### src/rtl/loader_pkg.sv
`default_nettype none
// ============================================================================
// Module      : loader_pkg
// Description : Shared definitions for the memory loader: command opcodes,
//               controller state encoding, address alignment masks and the
//               command legality helper.
// Revision    : 1.0 - initial release
// ============================================================================
package loader_pkg;

  // Command opcodes carried on cmd_op; codes 6 and 7 are illegal.
  localparam logic [2:0] OP_WR_IMEM = 3'd0;
  localparam logic [2:0] OP_WR_DMEM = 3'd1;
  localparam logic [2:0] OP_RD_IMEM = 3'd2;
  localparam logic [2:0] OP_RD_DMEM = 3'd3;
  localparam logic [2:0] OP_RUN     = 3'd4;
  localparam logic [2:0] OP_STOP    = 3'd5;

  // Byte-address bits that must be zero for a word (imem) or doubleword (dmem).
  localparam logic [1:0] IMEM_ALIGN_MASK = 2'b11;
  localparam logic [2:0] DMEM_ALIGN_MASK = 3'b111;

  typedef enum logic [2:0] {
    ST_IDLE     = 3'd0,
    ST_WRITE    = 3'd1,
    ST_RD_ISSUE = 3'd2,
    ST_RD_WAIT  = 3'd3,
    ST_RESP     = 3'd4,
    ST_RUN      = 3'd5
  } state_e;

  // True when a command accepted in IDLE is performed rather than dropped.
  // Only the low three address bits take part in the alignment test.
  function automatic logic cmd_is_legal(input logic [2:0] op,
                                        input logic [2:0] addr_lo);
    logic ok;
    case (op)
      OP_WR_IMEM, OP_RD_IMEM: ok = ((addr_lo[1:0] & IMEM_ALIGN_MASK) == 2'b00);
      OP_WR_DMEM, OP_RD_DMEM: ok = ((addr_lo & DMEM_ALIGN_MASK) == 3'b000);
      OP_RUN, OP_STOP:        ok = 1'b1;
      default:                ok = 1'b0;
    endcase
    return ok;
  endfunction

endpackage
`default_nettype wire

### src/rtl/loader_checksum.sv
`default_nettype none
// ============================================================================
// Module      : loader_checksum
// Description : 64-bit wrapping accumulator of performed write data.
//               Clear has priority over add.
// Ports       : clk      - clock
//               arst_n   - asynchronous active-low reset
//               clr      - synchronous clear of the running sum
//               add_en   - add add_val into the sum on this edge
//               add_val  - value to accumulate (already zero-extended)
//               sum      - registered running sum
// Revision    : 1.0 - initial release
// ============================================================================
module loader_checksum (
  input  logic        clk,
  input  logic        arst_n,
  input  logic        clr,
  input  logic        add_en,
  input  logic [63:0] add_val,
  output logic [63:0] sum
);

  logic [63:0] sum_q;
  logic [63:0] sum_d;

  always_comb begin
    sum_d = sum_q;
    if (clr) begin
      sum_d = 64'd0;
    end else if (add_en) begin
      sum_d = sum_q + add_val;
    end
  end

  always_ff @(posedge clk or negedge arst_n) begin
    if (!arst_n) begin
      sum_q <= 64'd0;
    end else begin
      sum_q <= sum_d;
    end
  end

  assign sum = sum_q;

endmodule
`default_nettype wire

### src/rtl/mem_loader.sv
`default_nettype none
// ============================================================================
// Module      : mem_loader
// Description : Host-side initiator for the processor external memory-load
//               ports. Converts a valid/ready command stream into single-cycle
//               write/read strobes on the 32-bit imem port and the 64-bit dmem
//               port, returns read data on a valid/ready response stream, and
//               owns the processor run enable.
// Build macro : LOADER_CHECKSUM_EN - when defined, checksum carries a wrapping
//               sum of performed write data; otherwise it is tied to zero.
// Parameters  : RD_LAT  - SRAM read latency in cycles (1..4)
//               DROP_W  - width of the saturating dropped-command counter
// Ports       : clk, arst_n             - clock, async active-low reset
//               cmd_valid/ready/op/addr/wdata - command stream
//               rsp_valid/ready/data    - response stream
//               addr_ext, wen_ext, ren_ext, wdata_ext, rdata_ext       - imem
//               addr_ext_2, wen_ext_2, ren_ext_2, wdata_ext_2, rdata_ext_2 - dmem
//               cpu_enable              - processor run enable
//               busy                    - transfer in progress
//               drop_cnt                - count of discarded commands
//               checksum                - running write checksum
// Revision    : 1.0 - initial release
// ============================================================================
module mem_loader #(
  parameter int RD_LAT = 1,
  parameter int DROP_W = 8
) (
  input  logic              clk,
  input  logic              arst_n,
  input  logic              cmd_valid,
  output logic              cmd_ready,
  input  logic [2:0]        cmd_op,
  input  logic [63:0]       cmd_addr,
  input  logic [63:0]       cmd_wdata,
  output logic              rsp_valid,
  input  logic              rsp_ready,
  output logic [63:0]       rsp_data,
  output logic [63:0]       addr_ext,
  output logic              wen_ext,
  output logic              ren_ext,
  output logic [31:0]       wdata_ext,
  input  logic [31:0]       rdata_ext,
  output logic [63:0]       addr_ext_2,
  output logic              wen_ext_2,
  output logic              ren_ext_2,
  output logic [63:0]       wdata_ext_2,
  input  logic [63:0]       rdata_ext_2,
  output logic              cpu_enable,
  output logic              busy,
  output logic [DROP_W-1:0] drop_cnt,
  output logic [63:0]       checksum
);

  import loader_pkg::*;

  localparam int                 CNT_W    = 3;
  localparam logic [CNT_W-1:0]   LAT_LAST = CNT_W'(RD_LAT);
  localparam logic [CNT_W-1:0]   CNT_ONE  = CNT_W'(1);
  localparam logic [DROP_W-1:0]  DROP_ONE = DROP_W'(1);
  localparam logic [DROP_W-1:0]  DROP_MAX = {DROP_W{1'b1}};

  state_e            state_q, state_d;
  logic [2:0]        op_q, op_d;
  logic [63:0]       addr_q, addr_d;
  logic [63:0]       wdata_q, wdata_d;
  logic [CNT_W-1:0]  cnt_q, cnt_d;
  logic [63:0]       rsp_data_q, rsp_data_d;
  logic              rsp_valid_q, rsp_valid_d;
  logic              wen_imem_q, wen_imem_d;
  logic              ren_imem_q, ren_imem_d;
  logic              wen_dmem_q, wen_dmem_d;
  logic              ren_dmem_q, ren_dmem_d;
  logic              cpu_enable_q, cpu_enable_d;
  logic              busy_q, busy_d;
  logic [DROP_W-1:0] drop_cnt_q, drop_cnt_d;

  logic              xfer;
  logic              drop_inc;

  // Commands are only taken while nothing is in flight.
  assign cmd_ready = (state_q == ST_IDLE) || (state_q == ST_RUN);
  assign xfer      = cmd_valid && cmd_ready;

  always_comb begin
    state_d      = state_q;
    op_d         = op_q;
    addr_d       = addr_q;
    wdata_d      = wdata_q;
    cnt_d        = cnt_q;
    rsp_data_d   = rsp_data_q;
    rsp_valid_d  = rsp_valid_q;
    cpu_enable_d = cpu_enable_q;
    // Strobes default low so every assertion below is a one-cycle pulse.
    wen_imem_d   = 1'b0;
    ren_imem_d   = 1'b0;
    wen_dmem_d   = 1'b0;
    ren_dmem_d   = 1'b0;
    drop_inc     = 1'b0;

    if (xfer) begin
      op_d    = cmd_op;
      addr_d  = cmd_addr;
      wdata_d = cmd_wdata;
    end

    case (state_q)
      ST_IDLE: begin
        if (xfer) begin
          if (!cmd_is_legal(cmd_op, cmd_addr[2:0])) begin
            drop_inc = 1'b1;
          end else begin
            case (cmd_op)
              OP_WR_IMEM: begin
                state_d    = ST_WRITE;
                wen_imem_d = 1'b1;
              end
              OP_WR_DMEM: begin
                state_d    = ST_WRITE;
                wen_dmem_d = 1'b1;
              end
              OP_RD_IMEM: begin
                state_d    = ST_RD_ISSUE;
                ren_imem_d = 1'b1;
              end
              OP_RD_DMEM: begin
                state_d    = ST_RD_ISSUE;
                ren_dmem_d = 1'b1;
              end
              OP_RUN: begin
                state_d      = ST_RUN;
                cpu_enable_d = 1'b1;
              end
              default: begin
                // STOP while idle has nothing to release.
              end
            endcase
          end
        end
      end

      ST_WRITE: begin
        state_d = ST_IDLE;
      end

      ST_RD_ISSUE: begin
        // The ren cycle is the first latency cycle; RD_WAIT covers the rest
        // and samples on the edge that ends cycle RD_LAT after ren.
        state_d = ST_RD_WAIT;
        cnt_d   = CNT_ONE;
      end

      ST_RD_WAIT: begin
        if (cnt_q == LAT_LAST) begin
          rsp_data_d  = (op_q == OP_RD_IMEM) ? {32'd0, rdata_ext} : rdata_ext_2;
          rsp_valid_d = 1'b1;
          state_d     = ST_RESP;
        end else begin
          cnt_d = cnt_q + CNT_ONE;
        end
      end

      ST_RESP: begin
        if (rsp_ready) begin
          rsp_valid_d = 1'b0;
          state_d     = ST_IDLE;
        end
      end

      ST_RUN: begin
        if (xfer) begin
          if (cmd_op == OP_STOP) begin
            state_d      = ST_IDLE;
            cpu_enable_d = 1'b0;
          end else begin
            drop_inc = 1'b1;
          end
        end
      end

      default: begin
        state_d = ST_IDLE;
      end
    endcase

    drop_cnt_d = drop_cnt_q;
    if (drop_inc && (drop_cnt_q != DROP_MAX)) begin
      drop_cnt_d = drop_cnt_q + DROP_ONE;
    end

    // Registered so busy tracks the state register with no decode glitch.
    busy_d = (state_d != ST_IDLE) && (state_d != ST_RUN);
  end

  always_ff @(posedge clk or negedge arst_n) begin
    if (!arst_n) begin
      state_q      <= ST_IDLE;
      op_q         <= 3'd0;
      addr_q       <= 64'd0;
      wdata_q      <= 64'd0;
      cnt_q        <= '0;
      rsp_data_q   <= 64'd0;
      rsp_valid_q  <= 1'b0;
      wen_imem_q   <= 1'b0;
      ren_imem_q   <= 1'b0;
      wen_dmem_q   <= 1'b0;
      ren_dmem_q   <= 1'b0;
      cpu_enable_q <= 1'b0;
      busy_q       <= 1'b0;
      drop_cnt_q   <= '0;
    end else begin
      state_q      <= state_d;
      op_q         <= op_d;
      addr_q       <= addr_d;
      wdata_q      <= wdata_d;
      cnt_q        <= cnt_d;
      rsp_data_q   <= rsp_data_d;
      rsp_valid_q  <= rsp_valid_d;
      wen_imem_q   <= wen_imem_d;
      ren_imem_q   <= ren_imem_d;
      wen_dmem_q   <= wen_dmem_d;
      ren_dmem_q   <= ren_dmem_d;
      cpu_enable_q <= cpu_enable_d;
      busy_q       <= busy_d;
      drop_cnt_q   <= drop_cnt_d;
    end
  end

  assign rsp_valid   = rsp_valid_q;
  assign rsp_data    = rsp_data_q;
  assign addr_ext    = addr_q;
  assign wen_ext     = wen_imem_q;
  assign ren_ext     = ren_imem_q;
  assign wdata_ext   = wdata_q[31:0];
  assign addr_ext_2  = addr_q;
  assign wen_ext_2   = wen_dmem_q;
  assign ren_ext_2   = ren_dmem_q;
  assign wdata_ext_2 = wdata_q;
  assign cpu_enable  = cpu_enable_q;
  assign busy        = busy_q;
  assign drop_cnt    = drop_cnt_q;

`ifdef LOADER_CHECKSUM_EN
  logic        csum_clr;
  logic        csum_add;
  logic [63:0] csum_val;

  // RUN is always legal from IDLE, so no alignment qualification is needed.
  assign csum_clr = xfer && (state_q == ST_IDLE) && (cmd_op == OP_RUN);
  assign csum_add = (state_q == ST_WRITE);
  assign csum_val = (op_q == OP_WR_IMEM) ? {32'd0, wdata_q[31:0]} : wdata_q;

  loader_checksum u_checksum (
    .clk     (clk),
    .arst_n  (arst_n),
    .clr     (csum_clr),
    .add_en  (csum_add),
    .add_val (csum_val),
    .sum     (checksum)
  );
`else
  assign checksum = 64'd0;
`endif

endmodule
`default_nettype wire

### config.mk
export PLATFORM = sky130hd
export DESIGN_NAME = mem_loader
export DESIGN_NICKNAME = d
export VERILOG_FILES = /design/src/rtl/loader_pkg.sv /design/src/rtl/loader_checksum.sv /design/src/rtl/mem_loader.sv
export SDC_FILE = /design/constraint.sdc
export NUM_CORES = 1
export LEC_CHECK = 0
export ABC_AREA = 1
export CAP_MARGIN = 20
export CORE_AREA = 4 4 230 232
export DETAILED_ROUTE_END_ITERATION = 6
export DIE_AREA = 0 0 234 236
export GPL_TIMING_DRIVEN = 0
export SETUP_SLACK_MARGIN = 0.4
export SLEW_MARGIN = 20
export SYNTH_ARGS = -nofsm -noshare
export SYNTH_HDL_FRONTEND = slang
export SYNTH_SLANG_ARGS = --single-unit
### constraint.sdc
create_clock -name clk -period 1.8 [get_ports clk]
set_input_delay 0.54 -clock clk [delete_from_list [all_inputs] [get_ports clk]]
set_output_delay 0.54 -clock clk [all_outputs]
set_load 0.05 [all_outputs]
==> metrics.log, run 1 <==
[metrics] result of the run: finished, violations left
[metrics] violations in the final reports: setup timing
[metrics] kind of start point of the critical path: flop
[metrics] Tot Pwr: 0.04849 W
[metrics] CTS tree: done
[metrics] drt wl/cell: between 15 and 20 um
[metrics] number of enable-type register cells in the synthesized netlist: 0
[metrics] largest buffer count on any clock path: 3
[metrics] Final Hold Fails: 0
[metrics] overall fraction of global-route tracks in use: 14.09%
[metrics] transition time of the tightest slew-check pin: approximately 0.58 ns
[metrics] setup slack of the critical path after layout: -0.1515 ns
[metrics] initial core utilization: 19.56%
[metrics] YS warnings: 0
[metrics] top fanout value on the critical path: 4
[metrics] remaining global-route overflow: 0
[metrics] syn avg cell area: 8.531 um^2
[metrics] total internal power: 0.02452 W
[metrics] most frequently used cell type in the post-synthesis netlist: sky130_fd_sc_hd__nand2_1
[metrics] final-stage net count: 2119
[metrics] area leader, netlist: sky130_fd_sc_hd__dfrtp_1
[metrics] H-tree depth reported by CTS: 1
[metrics] Static Leak: around 10 nW
[metrics] DPL Wire Length: ~32000 um
[metrics] cell at the root of the clock tree: sky130_fd_sc_hd__clkbuf_16
[metrics] register area share after synthesis: a little over half
[metrics] wire length of the first global-routing pass: ~61000 um
[metrics] fraction of power consumed by combinational cells: approximately two thirds
[metrics] setup violators final: 3
[metrics] top cells by area in the synthesized netlist: sky130_fd_sc_hd__dfrtp_1 (54%), sky130_fd_sc_hd__nand2_1 (20%), sky130_fd_sc_hd__buf_4 (13%), sky130_fd_sc_hd__o21ai_0 (5.0%), sky130_fd_sc_hd__nor2_1 (1.7%)
[metrics] maximum number of pins on one net before global-route repair: 92
[metrics] clk_lat worst skew: 0.54 ns
[metrics] final critical path time including I/O delays and setup: 1.951 ns
[metrics] share of the clock period used by the worst path: 108.4%
[metrics] proportion of power drawn by flip-flops and latches: 20.6%
[metrics] synthesized instance count: 1169
[metrics] Inserted Clock Buffers: 26
[metrics] cell types with the highest counts after synthesis: sky130_fd_sc_hd__nand2_1 (525), sky130_fd_sc_hd__dfrtp_1 (216), sky130_fd_sc_hd__buf_4 (169)
[metrics] residual antenna-violating net count after detailed routing: 0
[metrics] required time of the worst setup path: 1.26 ns
[metrics] Min Hold Slack: between 0.4 and 0.5 ns
[metrics] worst clock skew: ~0.011 ns
[metrics] Initial DRC Count: 253
[metrics] num ports: 599
[metrics] Clock Power Share: 10.8%
[metrics] data arrival time at the worst-slack endpoint: 1.41 ns
[metrics] clock transition at the registers of the reported paths: 0.06 ns
[metrics] fraction of layout cells with a size suffix above 1: a little under half
[metrics] Max transition margin: 61.22%
[metrics] die height: roughly 240 um
[metrics] number of violations of the max-capacitance limit: 0
[metrics] router iterations before antenna repair: 4
[metrics] summed instance area of the synthesized netlist: approximately 0.010 mm^2
[metrics] max-slew violation total from the final report: 0
[metrics] via count of the first global-routing pass: 10440
[metrics] unrepaired setup endpoints after global routing: yes
[metrics] power density over the cells: 2322 mW/mm^2
[metrics] DRC: 0
[metrics] fill count: 4835
[metrics] Via density: 3.923
[metrics] endpoint type of the worst setup path: output port
[metrics] worst setup path class: reg2out
[metrics] Core Rows: 83
[metrics] final wirelength: between 40000 and 50000 um
[metrics] Sw Ratio: between 40 and 50%
[metrics] FFs w/ async S/R, synth: 100.0%
[metrics] core occupancy in the finished layout: a little over 40%
[metrics] register bit total from synthesis: 216
[metrics] Chip Width: about 230 um
[metrics] class of the tightest hold or removal check: in2reg
[metrics] post-synthesis to final-layout area growth: 109.4%
[metrics] die area: 0.05522 mm^2
[metrics] initial antenna violation count: 3
[metrics] most instantiated flip-flop cell in the synthesis netlist: sky130_fd_sc_hd__dfrtp_1
[metrics] Peak Freq: roughly 510 MHz
[metrics] # clock sinks: 216
[metrics] VDD IR max: 1.072 mV
[metrics] share of Yosys cell area claimed by the top area cell type: 54.20%
[metrics] power spent charging and discharging nets: 0.02398 W
[metrics] count of unique library cells instantiated by Yosys: 26
[metrics] routability congestion estimate: 0.9150
[metrics] DR vias: 10150
[metrics] Floorplan Core Area: roughly 0.05 mm^2
[metrics] count of buffers inserted at the top-level ports: 534
## critical path, stage by stage, from the launching register on
cell and delay, ns:
sky130_fd_sc_hd__dfrtp_2 0.44, sky130_fd_sc_hd__nor2_4 0.14, sky130_fd_sc_hd__nand2_4 0.08, sky130_fd_sc_hd__nand2_8 0.08, sky130_fd_sc_hd__buf_12 0.14
## layout make-up
type                            count  area (um^2)  area share [%]
Timing Repair Buffer              624         7460           35.71
Sequential cell                   216         5542           26.53
Multi-Input combinational cell    785         3824           18.31
Buffer                            210         2262           10.83
Tap cell                          680        850.8           4.073
Clock buffer                       43        795.8           3.810
Inverter                           22        98.84          0.4732
Clock inverter                      5        50.05          0.2396
Antenna cell                        2        5.005         0.02396
## cell families after synthesis
logic type | count (synthesis) | synth area share, %
simple gates | 599 | 23.31
buf+inv | 232 | 15.84
flops | 216 | 54.20
compound gates | 111 | 5.620
xor+xnor | 7 | 0.6147
fa+ha+maj | 3 | 0.3764
other cells | 1 | 0.03760
## timing repair
item | 4_1_cts | 5_1_grt
cloned | 10 | 22
setup endpoints to repair | 515 | 653
buffers inserted | 45 | 11
pin swaps | 12 | 46
gates resized for setup | 2404 | 305
hold endpoints to repair | 44 | 0
hold buffers | 1 | 0
## layout by cell type (no fill, tap or decap), types with 10 or more instances in the layout
cell type / instances
sky130_fd_sc_hd__buf_12: 18
sky130_fd_sc_hd__buf_4: 102
sky130_fd_sc_hd__buf_6: 317
sky130_fd_sc_hd__buf_8: 121
sky130_fd_sc_hd__clkbuf_1: 10
sky130_fd_sc_hd__clkbuf_16: 53
sky130_fd_sc_hd__clkdlybuf4s50_1: 227
sky130_fd_sc_hd__conb_1: 64
sky130_fd_sc_hd__dfrtp_1: 107
sky130_fd_sc_hd__dfrtp_2: 109
sky130_fd_sc_hd__inv_1: 18
sky130_fd_sc_hd__nand2_1: 469
sky130_fd_sc_hd__nand2_2: 39
sky130_fd_sc_hd__nand2_4: 18
sky130_fd_sc_hd__nand3_1: 11
sky130_fd_sc_hd__nor2_1: 39
sky130_fd_sc_hd__o21ai_0: 21
sky130_fd_sc_hd__o21ai_1: 34
sky130_fd_sc_hd__o21ai_2: 49
## stage by stage
stage / TNS (ns) / setup WS (ns) / cell area, um^2 / cells
4_1_cts: -1.186 / -0.1934 / 19290 / 2552
2_1_floorplan: 0 / 0.3315 / 10400 / 1232
3_5_place_dp: -62.85 / -0.5936 / 16660 / 2448
6_report: -0.1778 / -0.1515 / 20890 / 2587
5_1_grt: -1.625 / -0.2011 / 20890 / 2586
3_3_place_gp: -2192.46 / -10.22 / 16600 / 2446
## metal layers
layer | track usage, % | vias up | wire length (um)
met5 | 0 | - | 13
met4 | 4.753 | 2 | 1664
met3 | 4.952 | 82 | 4331
met2 | 25.60 | 456 | 22670
met1 | 15.08 | 4757 | 15550
li1 | - | 4853 | -
## worst paths after layout
| check | startpoint | end | slack [ns] | cells after the start |
|---|---|---|---|---|
| max in group asynchronous | arst_n | drop_cnt[0] | 0.41 | 3 |
| min in group asynchronous | arst_n | addr_ext[42] | 0.52 | 2 |
| min reg2reg | op_q[1] | op_q[1] | 0.49 | 2 |
| min | cmd_op[0] | wen_ext | 0.46 | 2 |
| max reg2reg | state_q[2] | rsp_data[5] | 0.03 | 13 |
| max | state_q[1] | cmd_ready | -0.15 | 4 |
## power by group through the flow
stage               combinational (W)  clock, W  sequential, W
finish                         0.0333   0.00522         0.0100
global placement               0.0264         0        0.00924
floorplan                     0.00970         0         0.0166
detailed placement             0.0266         0        0.00927
CTS                            0.0301   0.00539        0.00980
global route                   0.0348   0.00558         0.0103
## sequential cells by signal, summed over array words and instances, names as in the netlist
register,cells
wen_ext_2,1
rsp_data,64
wdata_ext_2,64
cpu_enable,1
state_q,3
ren_ext_2,1
drop_cnt,8
busy,1
wen_ext,1
rsp_valid,1
op_q,3
ren_ext,1
cnt_q,3
addr_ext,64
(Power assumes the default switching activity.)
==> inputs of run 2 (changes only) <==
- CORE_AREA: 4 4 230 232 -> 3 3 229 231
- DIE_AREA: 0 0 234 236 -> 0 0 232 234
==> run 2 against run 1 <==
The run still ends with setup timing left. Sequential cell count unchanged. Cell area decreased by 5.0%. Sequential power about the same. Sequential share of layout area increased by 1.4 points. Die area decreased by 1.7%. Total power decreased by 4.4%. Critical endpoint unchanged. Global-route usage increased by 0.33 points. Final cell count decreased by 0.85%. Via count decreased by 0.82%. Count of clock-buffer cells in the layout decreased by 1. Non-clock buffer count decreased by 12. Clock power decreased by 2%.
==> metrics.log, run 2 (synthesis results as in run 1) <==
[metrics] DRC: 0 (unchanged)
[metrics] Max transition margin: 63.69% (+2.5 points)
[metrics] clk_lat worst skew: 0.54 ns (about the same)
[metrics] VDD IR max: 0.9466 mV (-12%)
[metrics] DR vias: 10070 (-0.82%)
[metrics] slowest CP cell: sky130_fd_sc_hd__dfrtp_2
[metrics] die height: 234 um (-0.85%)
[metrics] final critical path time including I/O delays and setup: 1.973 ns (+0.02124 ns)
[metrics] DPL Wire Length: 33050 um (+4.9%)
[metrics] share of the clock period used by the worst path: 109.6% (+1.2 points)
[metrics] area occupied by multi-input gates: 0.003490 mm^2 (-8.7%)
[metrics] via count of the first global-routing pass: 9956 (-4.7%)
[metrics] number of violations of the max-capacitance limit: 0 (unchanged)
[metrics] wire length of the first global-routing pass: 60580 um (-0.62%)
[metrics] drt wl/cell: 16.73 um (-2.2%)
[metrics] footprint of the flip-flops and latches: 0.005537 mm^2 (about the same)
[metrics] CTS tree: done
[metrics] required time of the worst setup path: 1.26 ns (about the same)
[metrics] num ports: 599 (unchanged)
[metrics] result of the run: finished, violations left
[metrics] fraction of layout cells with a size suffix above 1: 41.70% (-4.7 points)
[metrics] Inserted Clock Buffers: 26 (unchanged)
[metrics] Critical path origin: state_q[1]
[metrics] placed cells: 2441 (-0.29%)
[metrics] most common cell after layout, fill and taps aside: sky130_fd_sc_hd__nand2_1
[metrics] maximum number of pins on one net before global-route repair: 94 (+2.2%)
[metrics] die area: 0.05429 mm^2 (-1.7%)
[metrics] worst setup path class: reg2out
[metrics] residual antenna-violating net count after detailed routing: 0 (unchanged)
[metrics] Via density: 3.925 (about the same)
[metrics] launch point of the worst reg-to-reg path: state_q[1]
[metrics] top fanout value on the critical path: 4 (unchanged)
[metrics] routability congestion estimate: 0.8888 (-2.9%)
[metrics] initial core utilization: 19.84% (+0.28 points)
[metrics] # clock sinks: 216 (unchanged)
[metrics] final wirelength: 42900 um (-3.0%)
[metrics] power density over the cells: 2336 mW/mm^2 (+0.61%)
[metrics] class of the tightest hold or removal check: in2reg
[metrics] fill count: 4868 (+0.68%)
[metrics] cell at the root of the clock tree: sky130_fd_sc_hd__clkbuf_16
[metrics] overall fraction of global-route tracks in use: 14.42% (+0.33 points)
[metrics] worst clock skew: 0.01050 ns (-0.0001078 ns)
[metrics] endpoint type of the worst setup path: output port
[metrics] H-tree depth reported by CTS: 1 (unchanged)
[metrics] violations in the final reports: setup timing
[metrics] data arrival time at the worst-slack endpoint: 1.43 ns (+0.02 ns)
[metrics] kind of start point of the critical path: flop
[metrics] peak per-stage delay on the critical path: 0.44 ns (about the same)
[metrics] Chip Width: 232 um (-0.85%)
[metrics] flop2flop setup slack: 0.09 ns (+0.06 ns)
[metrics] router iterations before antenna repair: 4 (unchanged)
[metrics] unrepaired setup endpoints after global routing: yes
[metrics] crit-path cells: nor2_4 -> nand2_4 -> nand2_8 -> buf_12
[metrics] path depth of the worst reg2reg path: 8 (-5)
[metrics] max-slew violation total from the final report: 0 (unchanged)
[metrics] setup slack of the critical path after layout: -0.1727 ns (-0.02124 ns)
[metrics] clock transition at the registers of the reported paths: 0.06 ns (about the same)
[metrics] Core Rows: 82 (-1.2%)
[metrics] largest buffer count on any clock path: 3 (unchanged)
[metrics] Static Leak: 9.763 nW (-3.7%)
[metrics] Non-Filler Instances: 2565 (-0.85%)
[metrics] initial antenna violation count: 3 (unchanged)
[metrics] pre-CTS setup slack: -0.5829 ns (+0.01065 ns)
[metrics] endpoint of the worst setup timing path: cmd_ready
[metrics] Final Hold Fails: 0 (unchanged)
[metrics] commonest cells after routing, fill and taps aside: sky130_fd_sc_hd__nand2_1 (504), sky130_fd_sc_hd__buf_6 (314), sky130_fd_sc_hd__clkdlybuf4s50_1 (227), sky130_fd_sc_hd__buf_4 (135), sky130_fd_sc_hd__dfrtp_1 (111)
[metrics] Floorplan Core Area: 0.05027 mm^2 (-1.4%)
[metrics] Peak Freq: 506.9 MHz (-1.1%)
[metrics] count of buffers inserted at the top-level ports: 534 (unchanged)
[metrics] final-stage net count: 2107 (-0.57%)
[metrics] post-synthesis to final-layout area growth: 99.00%
[metrics] worst reg2reg endpoint: wdata_ext_2[13]
[metrics] setup violators final: 1 (-2)
[metrics] remaining global-route overflow: 0 (unchanged)
[metrics] transition time of the tightest slew-check pin: 0.5447 ns (-0.03607 ns)
[metrics] Initial DRC Count: 324 (+28%)
-- run 2: changes by cell type in the layout (fill, tap and decap cells not counted), moves of 10 or more --
cell and change:
sky130_fd_sc_hd__clkbuf_16 -20, sky130_fd_sc_hd__nand2_4 -10, sky130_fd_sc_hd__buf_8 -34, sky130_fd_sc_hd__nand2_1 +35, sky130_fd_sc_hd__nand2_2 -24, sky130_fd_sc_hd__o21ai_0 +39, sky130_fd_sc_hd__o21ai_2 -36, sky130_fd_sc_hd__buf_4 +33
-- run 2: worst min path at each step --
stage / from / cells after the start / to / slack [ns]
after floorplan: arst_n / 0 / addr_ext[0] / 0.24
after global placement: rsp_valid / 2 / rsp_valid / 0.46
after CTS: cmd_addr[0] / 3 / addr_ext[0] / 0.39
final: cmd_addr[0] / 3 / addr_ext[0] / 0.43
after global routing: cmd_addr[0] / 3 / addr_ext[0] / 0.42
after detailed placement: arst_n / 1 / addr_ext[0] / 0.43
-- run 2: stage by stage --
step	hold WS (ns)	util, %	total power (W)	instance area (um^2)	setup TNS, ns
after floorplan	0.2444	-	0.02633	10400	0
after global placement	0.4608	32.99	0.03585	16590	-2201.64
after detailed placement	0.4322	33.14	0.03606	16660	-66.46
after CTS	0.3870	37.58	0.04483	18890	-2.371
after global routing	0.4182	39.47	0.04851	19840	-1.679
final	0.4264	39.48	0.04635	19850	-0.1727
-- run 2: repair_timing --
action / CTS / global route
hold buffers: 1 / 0
gates cloned: 4 / 4
buffers inserted: 44 / 23
endpoints found under the setup margin: 515 / 517
pin swaps: 17 / 10
gates resized for setup: 2307 / 218
hold endpoints to repair: 31 / 0
-- run 2: power by group --
part           leakage, nW  internal [W]  total, W  switching [W]
clock                0.404       0.00306   0.00513        0.00207
combinational         6.83        0.0126    0.0313         0.0188
sequential            2.53       0.00742   0.00989        0.00247
total                 9.76        0.0231    0.0464         0.0233
-- run 2: area by class of cell --
class                      instances  share of cell area, %
clock buffer                      42                  3.890
inverter                          22                 0.4917
clock inverter                     5                 0.2711
multi-input combinational        785                  17.58
sequential                       216                  27.90
buffer                           210                  10.24
tap                              672                  4.237
timing repair buffer             612                  35.38
antenna                            1                0.01261
-- run 2: worst max-delay path: cells and delay by family, from the launching register on --
kind	cells	cell delay, ns
buf+inv	1	0.15
simple gates	3	0.30
flops	1	0.44
-- run 2: routing by layer --
| metal | wire length [um] | GRT usage (%) |
|---|---|---|
| met1 | 15130 | 15.64 |
| met2 | 22540 | 27.16 |
| met3 | 3966 | 4.628 |
| met4 | 1238 | 3.447 |
| met5 | 31 | 0 |
==> inputs of run 3 (changes only) <==
- PLACE_DENSITY_LB_ADDON: unset -> 0.3
==> run 3 against run 2 <==
The run ends with hold timing, setup timing left. Cell area increased by 4.4%. Wire length is 4.9% higher. First-iteration DRC count shrank 9.0%. Register-to-register slack worse by 0.08 ns. Clock power grew 12%. Critical endpoint unchanged.
==> metrics.log, run 3 (synthesis results as in run 1) <==
[metrics] final-stage net count: 2127 (+0.95%)
[metrics] setup violators final: 10 (+9)
[metrics] Floorplan Core Area: 0.05027 mm^2 (unchanged)
[metrics] flop2flop setup slack: 0.01 ns (-0.08 ns)
[metrics] class of the tightest hold or removal check: in2async
[metrics] endpoint type of the worst setup path: output port
[metrics] fraction of layout cells with a size suffix above 1: 45.79% (+4.1 points)
[metrics] count of buffers inserted at the top-level ports: 534 (unchanged)
[metrics] path depth of the worst reg2reg path: 10 (+2)
[metrics] die area: 0.05429 mm^2 (unchanged)
[metrics] M2 GR Usage: 26.15% (-1.0 points)
[metrics] Via density: 3.903 (-0.54%)
[metrics] transition time of the tightest slew-check pin: 0.7054 ns (+0.1607 ns)
[metrics] H-tree depth reported by CTS: 1 (unchanged)
[metrics] aggregate negative setup slack: -0.2415 ns (-0.06884 ns)
[metrics] kind of start point of the critical path: flop
[metrics] Chip Width: 232 um (unchanged)
[metrics] power spent charging and discharging nets: 0.02383 W (+2.3%)
[metrics] proportion of power drawn by flip-flops and latches: 20.5% (-0.8 points)
[metrics] total internal power: 0.02466 W (+7.0%)
[metrics] DPL Wire Length: 33140 um (+0.29%)
[metrics] worst setup path class: reg2out
[metrics] initial core utilization: 19.84% (unchanged)
[metrics] # clock sinks: 216 (unchanged)
[metrics] drt wl/cell: 17.38 um (+3.9%)
[metrics] worst clock skew: 0.02890 ns (+0.01840 ns)
[metrics] post-synthesis to final-layout area growth: 107.7%
[metrics] core occupancy in the finished layout: 41.21% (+1.7 points)
[metrics] unrepaired setup endpoints after global routing: yes
[metrics] number of violations of the max-capacitance limit: 0 (unchanged)
[metrics] clock transition at the registers of the reported paths: 0.06 ns (about the same)
[metrics] crit-path cells: nor2_4 -> nand2_4 -> nand2_8 -> buf_8
[metrics] pre-CTS setup slack: -0.6524 ns (-0.06948 ns)
[metrics] Inserted Clock Buffers: 27 (+3.8%)
[metrics] cell at the root of the clock tree: sky130_fd_sc_hd__clkbuf_16
[metrics] CTS tree: done
[metrics] remaining global-route overflow: 0 (unchanged)
[metrics] Min Hold Slack: -0.06551 ns (-0.4919 ns)
[metrics] peak per-stage delay on the critical path: 0.44 ns (about the same)
[metrics] residual antenna-violating net count after detailed routing: 0 (unchanged)
[metrics] busiest layer in global routing: met2
[metrics] top fanout value on the critical path: 4 (unchanged)
[metrics] final critical path time including I/O delays and setup: 1.951 ns (-0.02204 ns)
[metrics] DRC: 0 (unchanged)
[metrics] launch point of the worst reg-to-reg path: state_q[1]
[metrics] met3 Resource Use GR: 4.592% (-0.036 points)
[metrics] router iterations before antenna repair: 4 (unchanged)
[metrics] violations in the final reports: hold timing, setup timing
[metrics] fill count: 4885 (+0.35%)
[metrics] maximum number of pins on one net before global-route repair: 82 (-13%)
[metrics] share of the clock period used by the worst path: 108.4% (-1.2 points)
[metrics] routability congestion estimate: 0.8427 (-5.2%)
[metrics] clk_lat worst skew: 0.55 ns (about the same)
[metrics] commonest cells after routing, fill and taps aside: sky130_fd_sc_hd__nand2_1 (474), sky130_fd_sc_hd__buf_6 (323), sky130_fd_sc_hd__clkdlybuf4s50_1 (228), sky130_fd_sc_hd__buf_4 (116), sky130_fd_sc_hd__dfrtp_1 (110)
[metrics] Static Leak: 10.11 nW (+3.6%)
[metrics] largest buffer count on any clock path: 3 (unchanged)
[metrics] VDD IR max: 1.024 mV (+8.2%)
[metrics] initial antenna violation count: 4 (+1)
[metrics] Initial DRC Count: 295 (-9.0%)
[metrics] required time of the worst setup path: 1.26 ns (about the same)
[metrics] Max transition margin: 52.97% (-11 points)
[metrics] slowest CP cell: sky130_fd_sc_hd__dfrtp_2
[metrics] wire length of the first global-routing pass: 61620 um (+1.7%)
[metrics] power density over the cells: 2341 mW/mm^2 (+0.22%)
[metrics] Final Hold Fails: 61 (+61)
[metrics] Clock Power Share: 11.8% (+0.7 points)
[metrics] max-slew violation total from the final report: 0 (unchanged)
[metrics] Post-DP Area: 0.01666 mm^2 (about the same)
[metrics] setup slack of the critical path after layout: -0.1507 ns (+0.02204 ns)
[metrics] worst reg2reg endpoint: wdata_ext_2[63]
[metrics] most common cell after layout, fill and taps aside: sky130_fd_sc_hd__nand2_1
[metrics] via count of the first global-routing pass: 10070 (+1.2%)
[metrics] die height: 234 um (unchanged)
[metrics] result of the run: finished, violations left
[metrics] Core Rows: 82 (unchanged)
[metrics] Peak Freq: 512.6 MHz (+1.1%)
[metrics] DR vias: 10100 (+0.35%)
[metrics] met1 layer usage reported by global route: 16.88% (+1.2 points)
[metrics] area occupied by multi-input gates: 0.003701 mm^2 (+6.1%)
[metrics] num ports: 599 (unchanged)
[metrics] overall fraction of global-route tracks in use: 14.74% (+0.32 points)
[metrics] Layout Cell Area excl Fill: 0.02072 mm^2 (+4.4%)
[metrics] fraction of power consumed by combinational cells: 67.7% (about the same)
[metrics] final wirelength: 44990 um (+4.9%)
[metrics] footprint of the flip-flops and latches: 0.005538 mm^2 (about the same)
[metrics] data arrival time at the worst-slack endpoint: 1.41 ns (-0.02 ns)
[metrics] Sw Ratio: 49.15% (-1.1 points)
[run 3: changes by cell type in the layout (fill, tap and decap cells not counted), moves of 9 or more]
cell	delta
sky130_fd_sc_hd__nand2_2	+25
sky130_fd_sc_hd__buf_6	+9
sky130_fd_sc_hd__buf_4	-19
sky130_fd_sc_hd__o21ai_0	-42
sky130_fd_sc_hd__clkbuf_16	+16
sky130_fd_sc_hd__o21ai_1	+14
sky130_fd_sc_hd__o21ai_2	+27
sky130_fd_sc_hd__buf_8	+18
sky130_fd_sc_hd__nand2_1	-30
[run 3: stage by stage]
stage                     total power [W]  hold slack (ns)  cells
after floorplan                   0.02633           0.2444   1232
after global placement            0.03586           0.4567   2438
after detailed placement          0.03605           0.4648   2441
after CTS                         0.04626         -0.07375   2526
after global routing              0.05071         -0.05406   2585
final                             0.04849         -0.06551   2588
[run 3: how the worst max path moves through the flow]
stage	startpoint	endpoint	slack, ns	depth (start not counted)
4_1_cts	state_q[0]	cmd_ready	-0.18	4
3_5_place_dp	cmd_valid	addr_ext[60]	-0.65	7
5_1_grt	state_q[1]	cmd_ready	-0.21	4
3_3_place_gp	arst_n	drop_cnt[1]	-10.79	1
6_report	state_q[1]	cmd_ready	-0.15	4
2_1_floorplan	drop_cnt[1]	drop_cnt[0]	0.33	6
[run 3: routing by layer]
layer	routed length, um	vias to the layer above
li1	-	4865
met1	16810	4741
met2	23100	430
met3	3872	62
met4	1175	4
met5	32	-
[run 3: area by class of cell]
cell class / instances / share of cell area (%)
clock buffer: 41 / 3.998
buffer: 210 / 10.29
inverter: 22 / 0.4590
tap: 672 / 4.059
clock inverter: 8 / 0.5738
multi-input combinational: 784 / 17.87
sequential: 216 / 26.73
timing repair buffer: 632 / 35.98
antenna: 3 / 0.03624
[run 3: power by group through the flow]
stage          sequential (W)  clock [W]  combinational [W]
3_5_place_dp          0.00931          0             0.0267
6_report              0.00993    0.00574             0.0328
3_3_place_gp          0.00927          0             0.0266
4_1_cts               0.00987    0.00592             0.0305
5_1_grt                0.0102    0.00609             0.0344
2_1_floorplan          0.0166          0            0.00970
[run 3: worst max-delay path, delay by kind of cell, from the launching register on]
kind	cells	cell delay [ns]
buffers and inverters	1	0.14
AND/OR/NAND/NOR	3	0.30
flip-flops	1	0.44
[run 3: timing repair]
action	CTS	global route
endpoints found under the setup margin	512	517
resized for setup	2403	252
pin swaps	9	54
gates cloned	1	24
hold endpoints to repair	61	61
setup buffers	35	35
